--- src/rtl/ro_meas_array.sv ---
// rtl/ro_meas_array.sv - multi-channel ring-oscillator edge counter with neighbour-compare response
module ro_meas_array #(
    parameter int C_IOSCNUM  = 10,
    parameter int C_CNTWIDTH = 24,
    parameter int C_WINWIDTH = 16,
    parameter int C_SELWIDTH = 4
) (
    input  logic                  I_sclk,
    input  logic                  I_rst,
    input  logic [C_IOSCNUM-1:0]  I_osc,
    input  logic                  I_start,
    input  logic                  I_abort,
    input  logic [C_WINWIDTH-1:0] I_win,
    input  logic [C_IOSCNUM-1:0]  I_en,
    input  logic [C_SELWIDTH-1:0] I_rd_sel,
    output logic                  O_busy,
    output logic                  O_valid,
    output logic [C_IOSCNUM-2:0]  O_resp,
    output logic [C_IOSCNUM-1:0]  O_sat,
    output logic [C_CNTWIDTH-1:0] O_rd_cnt
);
    localparam int KW = (C_IOSCNUM > 2) ? $clog2(C_IOSCNUM - 1) : 1;

    typedef enum logic [2:0] {S_IDLE, S_CLEAR, S_COUNT, S_COMPARE, S_DONE} state_t;

    state_t                  state_q, state_d;
    logic [C_IOSCNUM-1:0]    sync1_q, sync2_q, sync3_q;
    logic [C_WINWIDTH-1:0]   win_lat_q, win_lat_d, win_q, win_d;
    logic [C_IOSCNUM-1:0]    en_q, en_d, sat_q, sat_d;
    logic [C_CNTWIDTH-1:0]   cnt_q [C_IOSCNUM];
    logic [C_CNTWIDTH-1:0]   cnt_d [C_IOSCNUM];
    logic [C_IOSCNUM-2:0]    shadow_q, shadow_d, resp_q, resp_d;
    logic [KW-1:0]           k_q, k_d;
    logic [C_CNTWIDTH-1:0]   rd_cnt_q, rd_cnt_d;
    logic [C_IOSCNUM-1:0]    rise;
    logic                    gt;

    assign rise = sync2_q & ~sync3_q;

    always_comb begin
        state_d   = state_q;
        win_lat_d = win_lat_q;
        en_d      = en_q;
        win_d     = win_q;
        sat_d     = sat_q;
        cnt_d     = cnt_q;
        shadow_d  = shadow_q;
        resp_d    = resp_q;
        k_d       = k_q;
        rd_cnt_d  = '0;
        gt        = 1'b0;

        for (int i = 0; i < C_IOSCNUM - 1; i++) begin
            if (k_q == KW'(i)) gt = (cnt_q[i] > cnt_q[i+1]);
        end
        for (int i = 0; i < C_IOSCNUM; i++) begin
            if (I_rd_sel == C_SELWIDTH'(i)) rd_cnt_d = cnt_q[i];
        end

        case (state_q)
            S_IDLE: begin
                if (I_start && !I_abort) begin
                    win_lat_d = I_win;
                    en_d      = I_en;
                    state_d   = S_CLEAR;
                end
            end
            S_CLEAR: begin
                cnt_d   = '{default: '0};
                sat_d   = '0;
                win_d   = win_lat_q;
                k_d     = '0;
                state_d = (win_lat_q == '0) ? S_COMPARE : S_COUNT;
            end
            S_COUNT: begin
                win_d = win_q - C_WINWIDTH'(1);
                for (int i = 0; i < C_IOSCNUM; i++) begin
                    if (en_q[i] && rise[i] && (cnt_q[i] != '1))
                        cnt_d[i] = cnt_q[i] + C_CNTWIDTH'(1);
                    if (cnt_d[i] == '1) sat_d[i] = 1'b1;
                end
                if (win_q == C_WINWIDTH'(1)) state_d = S_COMPARE;
            end
            S_COMPARE: begin
                for (int i = 0; i < C_IOSCNUM - 1; i++) begin
                    if (k_q == KW'(i)) shadow_d[i] = gt;
                end
                k_d = k_q + KW'(1);
                // Publish on the final pair so O_resp changes together with O_valid in DONE
                if (k_q == KW'(C_IOSCNUM - 2)) begin
                    state_d = S_DONE;
                    resp_d  = shadow_d;
                end
            end
            S_DONE:  state_d = S_IDLE;
            default: state_d = S_IDLE;
        endcase

        if (state_q != S_IDLE && I_abort) begin
            state_d = S_IDLE;
            resp_d  = resp_q;
        end
    end

    always_ff @(posedge I_sclk or posedge I_rst) begin
        if (I_rst) begin
            state_q   <= S_IDLE;
            sync1_q   <= '0;
            sync2_q   <= '0;
            sync3_q   <= '0;
            win_lat_q <= '0;
            en_q      <= '0;
            win_q     <= '0;
            sat_q     <= '0;
            cnt_q     <= '{default: '0};
            shadow_q  <= '0;
            resp_q    <= '0;
            k_q       <= '0;
            rd_cnt_q  <= '0;
        end else begin
            state_q   <= state_d;
            sync1_q   <= I_osc;
            sync2_q   <= sync1_q;
            sync3_q   <= sync2_q;
            win_lat_q <= win_lat_d;
            en_q      <= en_d;
            win_q     <= win_d;
            sat_q     <= sat_d;
            cnt_q     <= cnt_d;
            shadow_q  <= shadow_d;
            resp_q    <= resp_d;
            k_q       <= k_d;
            rd_cnt_q  <= rd_cnt_d;
        end
    end

    assign O_busy   = (state_q != S_IDLE);
    assign O_valid  = (state_q == S_DONE);
    assign O_resp   = resp_q;
    assign O_sat    = sat_q;
    assign O_rd_cnt = rd_cnt_q;
endmodule

--- config.mk ---
export PLATFORM = sky130hd
export DESIGN_NAME = ro_meas_array
export DESIGN_NICKNAME = d
export VERILOG_FILES = /design/src/rtl/ro_meas_array.sv
export SDC_FILE = /design/constraint.sdc
export NUM_CORES = 1
export LEC_CHECK = 0
export BUFFER_PORTS_ARGS = -buffer_cell sky130_fd_sc_hd__buf_2
export CAP_MARGIN = 30
export CORE_MARGIN = 3
export CORE_UTILIZATION = 55
export CTS_BUF_LIST = sky130_fd_sc_hd__clkbuf_8 sky130_fd_sc_hd__clkbuf_16
export DETAILED_ROUTE_END_ITERATION = 10
export GPL_TIMING_DRIVEN = 1
export PLACE_DENSITY = 0.69
export SLEW_MARGIN = 25
export SYNTH_ARGS = -nofsm -noshare
export SYNTH_HDL_FRONTEND = slang
export SYNTH_SLANG_ARGS = --single-unit
--- constraint.sdc ---
create_clock -name I_sclk -period 14.5 [get_ports I_sclk]
set_input_delay 2.9 -clock I_sclk [delete_from_list [all_inputs] [get_ports I_sclk]]
set_output_delay 2.9 -clock I_sclk [all_outputs]
set_load 0.05 [all_outputs]
==> summary.txt, run 1 <==
Status
  • Status: complete, no violations

Clock network
  • Worst skew pair latency: 0.59 ns
  • Clock Path Buffers: 3
  • # H-tree levels: 2
  • CTS Sinks: 370
  • CTS Buf Count: 43
  • CTS tree: done
  • Post-CTS setup buffers: 0
  • Cts hold-fix bufs: 0
  • CTS Root Cell: clkbuf_16
  • CTS clock-pin slew for the worst setup and hold paths: 0.06 ns
  • Post_cts resized: 0

Pwr
  • Leak pwr: 12.0 nW
  • Register share of total power: 42.5%
  • Worst VDD drop: 0.124 mV
  • Switching share of power: 29.8%
  • Pwr Density: 93.7 mW/mm^2
  • Gate power share: 14.6%
  • Sw Pwr: 0.805 mW
  • Clock power frac: 42.9%
  • Int Power: 1.90 mW

Setup path
  • CP required: 15.02 ns
  • Critical path type: primary input to flip-flop
  • CP Max Fanout: 29
  • Crit path launch type: primary input
  • Critical path capture point type: flip-flop
  • Worst EP arrival: 5.24 ns

Global route
  • Initial antenna violation count: 3
  • Largest net degree at the start of global routing: 148
  • Global route overflow: 0
  • Gr usage total: 37.8%
  • Number of global-route vias before repair: 25,100
  • First-pass GRT wire length: 149 mm

STA
  • Final setup viols: 0
  • Slew Limit Fails: 0
  • TNS Setup: 0 ns
  • Worst-margin pin slew: 0.975 ns
  • Worst slew margin: 35.0%
  • RSZ-0062 raised after global routing: no
  • Max Clock Freq: 0.212 GHz
  • Post-layout min period: 4.72 ns
  • Hold Vio Cnt, Final: 0
  • Hold slack: 0.345 ns
  • Final Skew: 0.0200 ns
  • Final period util: 32.6%

Job
  • MaxCap Viol Count: 0

Detailed routing
  • Drt pass-1 iters: 8
  • Vias: 26,600
  • Initial DRC Count: 3,368
  • Total wire length after detailed routing: 97.8 mm
  • ANT nets after route: 0
  • Via-per-instance ratio: 6.91
  • # DRC: 0
  • Drt wl/cell: 25.4 um

Die
  • Initial Utilization: 56.3%
  • # rows: 79
  • I/O pin count: 89
  • Die X: 226 um
  • Die Ht: 226 um
  • Core area: 0.0471 mm^2
  • Die area: 0.0509 mm^2

Yosys
  • Async SR Flop Fraction: 100%
  • Syn Nets: 3,485
  • #FFs+latches synth: 370
  • Syn Inst Count: 3,209
  • Synth Area per Inst: 8.26 um^2
  • Synthesized cell area: 0.0265 mm^2
  • Post-synth cell types: 88
  • Number of synthesis warnings: 0
  • Main synth FF type: dfrtp_1
  • Number of flops mapped to enable cells by yosys: 0
  • Seq/Total Area, Yosys: 34.9%

Layout
  • Register area: 0.00926 mm^2
  • Footprint of the multi-input gates: 0.0157 mm^2
  • Layout cell share with drive strength beyond 1: 8.31%
  • Fin util: 61.4%
  • Fin nets: 3,479
  • Area Growth Syn to Fin: 8.93%
  • Fill cells: 4,216

Placement
  • Hpwl dp: 71.1 mm
  • GPL Wtd Cong: 1.02
  • IO Port Bufs: 88

Min path
  • Hold crit path type: flip-flop to flip-flop
[metal layers]
metal,up-vias,track usage [%],share of wire (%)
met2,1408,58.1,44
met4,2,23.3,6.8
met5,-,0,0.013
met3,343,6.02,8.9
li1,11900,-,-
met1,12900,50.3,40
[sequential cells by signal, summed over array words and instances, names as in the netlist, 4 cells and up]
signal	flops
O_rd_cnt	24
O_resp	9
O_sat	10
cnt_q	240
en_q	10
k_q	4
shadow_q	8
sync1_q	10
sync2_q	10
sync3_q	10
win_lat_q	16
win_q	16
[stage by stage]
stage	instance area (um^2)	setup slack (ns)	power [mW]	cells
after floorplan	26500	1.33	1.41	3209
after global placement	27300	9.03	1.53	3760
after detailed placement	27300	9.24	1.55	3762
after CTS	28800	9.76	2.70	3841
after global routing	28900	9.53	2.80	3845
final	28900	9.78	2.71	3845
[placed cells by master (no fill, tap or decap), types with 28 or more instances in the layout]
| master | instances |
|---|---|
| buf_2 | 88 |
| inv_1 | 244 |
| nor2_1 | 159 |
| o21ai_0 | 354 |
| or3_1 | 41 |
| clkbuf_16 | 44 |
| a22oi_1 | 35 |
| mux2_2 | 28 |
| a21oi_1 | 225 |
| ha_1 | 232 |
| and3_1 | 33 |
| nand4_1 | 125 |
| dfrtp_1 | 370 |
| xnor2_1 | 51 |
| a31oi_1 | 55 |
| nand3_1 | 165 |
| o31ai_1 | 55 |
| nand2_1 | 350 |
| nor3_1 | 71 |
| a21o_1 | 30 |
| nor4_1 | 50 |
[cells in the mapped netlist, drive strengths merged (19+ instances only)]
| library cell | number | area share (%) |
|---|---|---|
| dfrtp | 370 | 35 |
| o21ai | 354 | 6.7 |
| nand2 | 351 | 5.0 |
| inv | 235 | 3.3 |
| ha | 232 | 11 |
| a21oi | 226 | 4.3 |
| nand3 | 167 | 3.2 |
| nor2 | 161 | 2.3 |
| clkbuf | 136 | 1.9 |
| nand4 | 128 | 3.1 |
| nor3 | 74 | 1.4 |
| a31oi | 57 | 1.4 |
| nor4 | 57 | 1.6 |
| o31ai | 56 | 1.6 |
| xnor2 | 51 | 1.7 |
| or3 | 43 | 1.0 |
| a22oi | 35 | 0.99 |
| and3 | 35 | 0.84 |
| buf | 33 | 0.63 |
| a21o | 30 | 0.85 |
| mux2 | 28 | 1.2 |
| o41ai | 28 | 0.95 |
| a221oi | 27 | 0.89 |
| and4 | 22 | 0.75 |
| o211ai | 20 | 0.57 |
| a222oi | 19 | 0.72 |
| a22o | 19 | 0.63 |
[final timing paths]
| path | start | end | slack, ns | cells past startpoint |
|---|---|---|---|---|
| setup / recovery | I_rd_sel[0] | O_rd_cnt[19] | 9.78 | 8 |
| hold / removal | sync1_q[6] | sync2_q[6] | 0.35 | 0 |
| setup reg to reg | cnt_q[46] | shadow_q[0] | 10.75 | 10 |
| hold reg to reg | sync1_q[6] | sync2_q[6] | 0.35 | 0 |
| max in group asynchronous | I_rst | cnt_q[219] | 9.96 | 4 |
| min in group asynchronous | I_rst | sync3_q[6] | 2.46 | 2 |
[logic make-up (layout without fill, tap and decap cells)]
| group | Yosys count | count (layout) | share of synthesized area [%] |
|---|---|---|---|
| AO/OA/AOI/OAI | 986 | 986 | 23.4 |
| XOR/XNOR | 57 | 57 | 1.88 |
| adder cells (fa/ha/maj) | 232 | 232 | 11.0 |
| buffers and inverters | 404 | 432 | 5.90 |
| flip-flops | 370 | 370 | 34.9 |
| multiplexers | 36 | 36 | 1.49 |
| other | 0 | 1 | 0 |
| AND/OR/NAND/NOR | 1124 | 1124 | 21.5 |
[power groups by stage]
stage               clock (mW)  sequential [mW]  combinational (mW)
floorplan                    0             1.15               0.259
global placement             0             1.16               0.370
detailed placement           0             1.17               0.383
CTS                       1.17             1.15               0.387
global route              1.21             1.16               0.430
finish                    1.16             1.15               0.395
[critical path, stage by stage]
cell	delay, ns
buf_2	0.40
nand2b_1	0.41
nor2_1	0.80
a222oi_1	0.26
nand2_1	0.14
nor2_1	0.05
a21oi_1	0.15
a221o_1	0.13
[cell type report]
class	count	share of cell area, %
Multi-Input combinational cell	2435	54.5
Timing Repair Buffer	118	2.52
Antenna cell	1	0.00867
Inverter	235	3.08
Clock inverter	25	0.888
Clock buffer	54	4.29
Tap cell	607	2.63
Sequential cell	370	32.1
No activity file was read; power rests on OpenSTA's default activity.
==> run 2, diff against run 1 <==
Settings changed: ABC_AREA set to 1, PLACE_DENSITY 0.69 to 0.72.
Clock period 14.5 ns to 4 ns, I/O delays scaled along.
==> run 2 against run 1 <==
Net effect: sequential cell count unchanged; sequential power rose to 4.1 times the previous value; power grew to 5.2 times the previous value; critical path type is now flip-flop to flip-flop; synthesized cell count grew 12%; die area grew 2.9%; clock-buffer cell count is 2 higher; sequential share of layout area is 1.3 points lower; combinational power grew to 12 times the previous value; critical path depth rose by 9; setup slack worse by 9.0 ns; global-route usage shrank 4.1 points.
==> summary.txt, run 2 <==
Yosys
  • #FFs+latches synth: 370
  • Async SR Flop Fraction: 100%
  • Post-synth top cells: nand2_1, inv_1, dfrtp_1
  • Syn Inst Count: 3,597
  • Cell with the most instances after synthesis: nand2_1
  • Synth top area share: 33.9%
  • Synthesized cell area: 0.0273 mm^2
  • Number of synthesis warnings: 0
  • Synth Area per Inst: 7.59 um^2
  • Seq/Total Area, Yosys: 33.9%
  • Post-synth cell types: 62
  • Synth area leader: dfrtp_1
  • Syn Nets: 3,873
  • Main synth FF type: dfrtp_1
  • Synth area leaders: dfrtp_1, ha_1, nand2_1, xor2_1, inv_1
  • Number of flops mapped to enable cells by yosys: 0

Pwr
  • Total power: 14.0 mW
  • Worst VDD drop: 0.489 mV
  • Pwr Density: 465 mW/mm^2
  • Leak pwr: 12.8 nW

Min path
  • Hold crit path type: primary input to asynchronous set/reset pin

Clock network
  • CTS Buf Count: 45
  • Clock Path Buffers: 3
  • # H-tree levels: 2
  • Post-CTS setup buffers: 0
  • CTS Root Cell: clkbuf_16
  • CTS tree: done
  • Cts hold-fix bufs: 0
  • CTS Sinks: 370
  • CTS clock-pin slew for the worst setup and hold paths: 0.06 ns
  • Worst skew pair latency: 0.60 ns
  • Post_cts resized: 0

Layout
  • Largest register by flop count: cnt_q
  • Area Growth Syn to Fin: 10.2%
  • Layout cell share with drive strength beyond 1: 8.34%
  • Fin nets: 3,934
  • Largest register FFs: 240
  • Commonest non-fill, non-tap cell in the layout: nand2_1
  • Most frequent cells in the layout: nand2_1, inv_1, dfrtp_1

STA
  • Max Clock Freq: 0.307 GHz
  • Post-layout min period: 3.26 ns
  • Hold slack: 0.296 ns
  • Final setup viols: 0
  • Hold Vio Cnt, Final: 0
  • RSZ-0062 raised after global routing: no
  • Final Skew: 0.0282 ns
  • Worst-margin pin slew: 1.05 ns
  • Final period util: 81.5%
  • Worst slew margin: 28.0%
  • Slew Limit Fails: 0

Setup path
  • CP Max Fanout: 13
  • Worst EP arrival: 3.71 ns
  • Crit path launch type: flip-flop
  • Worst r2r src: cnt_q[72]
  • Critical path capture point type: flip-flop
  • CP required: 4.45 ns
  • WP buf/inv: 2
  • Sequence of cells on the critical path: ha_1, inv_1, nor2_1, nand2_1, nor3_1, nand3_1, nand2_2, inv_1, nand2_1, nor2_1, nand3b_1, xor2_1, nor2_1, nand2_1, nor2_1, nand3_1, o21ai_0
  • Most used cell, CP: nor2_1
  • Worst path slowest cell: dfrtp_1
  • Crit path max-delay family: simple AND/OR/NAND/NOR gates
  • Crit path largest cell delay: 0.50 ns
  • Worst flop-to-flop path endpoint: O_sat[6]
  • Reg2reg setup slack: 0.74 ns
  • Critical path type: flip-flop to flip-flop
  • R2R cell count: 17

Die
  • I/O pin count: 89
  • Die X: 229 um
  • # rows: 81
  • Die Ht: 229 um
  • Initial Utilization: 55.8%
  • Die area: 0.0523 mm^2
  • Core area: 0.0490 mm^2

Detailed routing
  • Drt pass-1 iters: 6
  • Total wire length after detailed routing: 89.9 mm
  • # DRC: 0
  • Initial DRC Count: 2,681
  • ANT nets after route: 0
  • Vias: 26,300
  • Via-per-instance ratio: 6.04
  • Drt wl/cell: 20.6 um

Global route
  • Gr usage total: 33.8%
  • Largest net degree at the start of global routing: 134
  • Initial antenna violation count: 5
  • GRT busiest layer: met2
  • Grt met1 use: 46.8%
  • Global route overflow: 0
  • GR Util met3: 5.72%
  • Number of global-route vias before repair: 24,900
  • First-pass GRT wire length: 141 mm
  • Met2 Resource Use GR: 51.2%

Placement
  • IO Port Bufs: 88
  • Hpwl dp: 67.7 mm
  • GPL Wtd Cong: 1.01

Status
  • Status: complete, no violations

Job
  • MaxCap Viol Count: 0
[run 2: cell type report]
type | instances | area [um^2]
clock buffers | 56 | 1290
diodes | 2 | 5.00
inverters | 450 | 1700
repair buffers | 116 | 738
multi-input cells | 2675 | 15900
well taps | 664 | 831
flip-flops and latches | 370 | 9260
clock inverters | 25 | 338
fillers | 4424 | 18900
[run 2: worst max path at each step]
stage | from | cells after the start | slack, ns | end
floorplan | I_rst | 1 | -1.77 | O_rd_cnt[0]
CTS | cnt_q[72] | 17 | 0.91 | O_sat[6]
detailed placement | I_rd_sel[0] | 10 | 0.55 | O_rd_cnt[11]
global placement | I_rd_sel[0] | 10 | 0.58 | O_rd_cnt[11]
finish | cnt_q[72] | 17 | 0.74 | O_sat[6]
global route | cnt_q[72] | 17 | 0.55 | O_sat[6]
[run 2: worst reg2reg max path, stage by stage, from the launching register on]
cell      delay, ns
dfrtp_1        0.50
ha_1           0.20
inv_1          0.07
nor2_1         0.21
nand2_1        0.11
nor3_1         0.32
nand3_1        0.14
nand2_2        0.27
inv_1          0.27
nand2_1        0.24
nor2_1         0.06
nand3b_1       0.12
xor2_1         0.22
nor2_1         0.07
nand2_1        0.07
nor2_1         0.05
nand3_1        0.09
o21ai_0        0.12
[run 2: metrics by stage]
stage	utilization [%]	area [um^2]	setup WS [ns]	TNS, ns	instances
after global placement	58.1	28400	0.575	0	4275
after global routing	61.4	30100	0.546	0	4358
after detailed placement	58.1	28400	0.545	0	4275
final	61.4	30100	0.739	0	4358
after floorplan	-	27300	-1.77	-653.48	3597
after CTS	61.4	30100	0.915	0	4356
[run 2: per-layer routing]
layer	vias up	wire length, um
met5	-	37
met4	6	4930
met3	266	7660
met2	1234	38700
met1	12300	38600
li1	12500	-
[run 2: cell families (layout without fill, tap and decap cells)]
family                     after synthesis  in the layout  synth area share, %
and+or+nand+nor                       1549           1549                 25.1
AOI/OAI and AO/OA                      653            653                 14.4
buffers and inverters                  552            647                 7.84
DFF                                    370            370                 33.9
adders and majority gates              232            232                 10.6
xor gates and xnor gates               216            216                 7.04
muxes                                   25             25                 1.03
other                                    0              2                    0
[run 2: report_power, final]
group	total, mW	internal [mW]	switching (mW)
combinational	4.75	1.46	3.29
clock	4.52	2.74	1.77
sequential	4.73	4.20	0.525
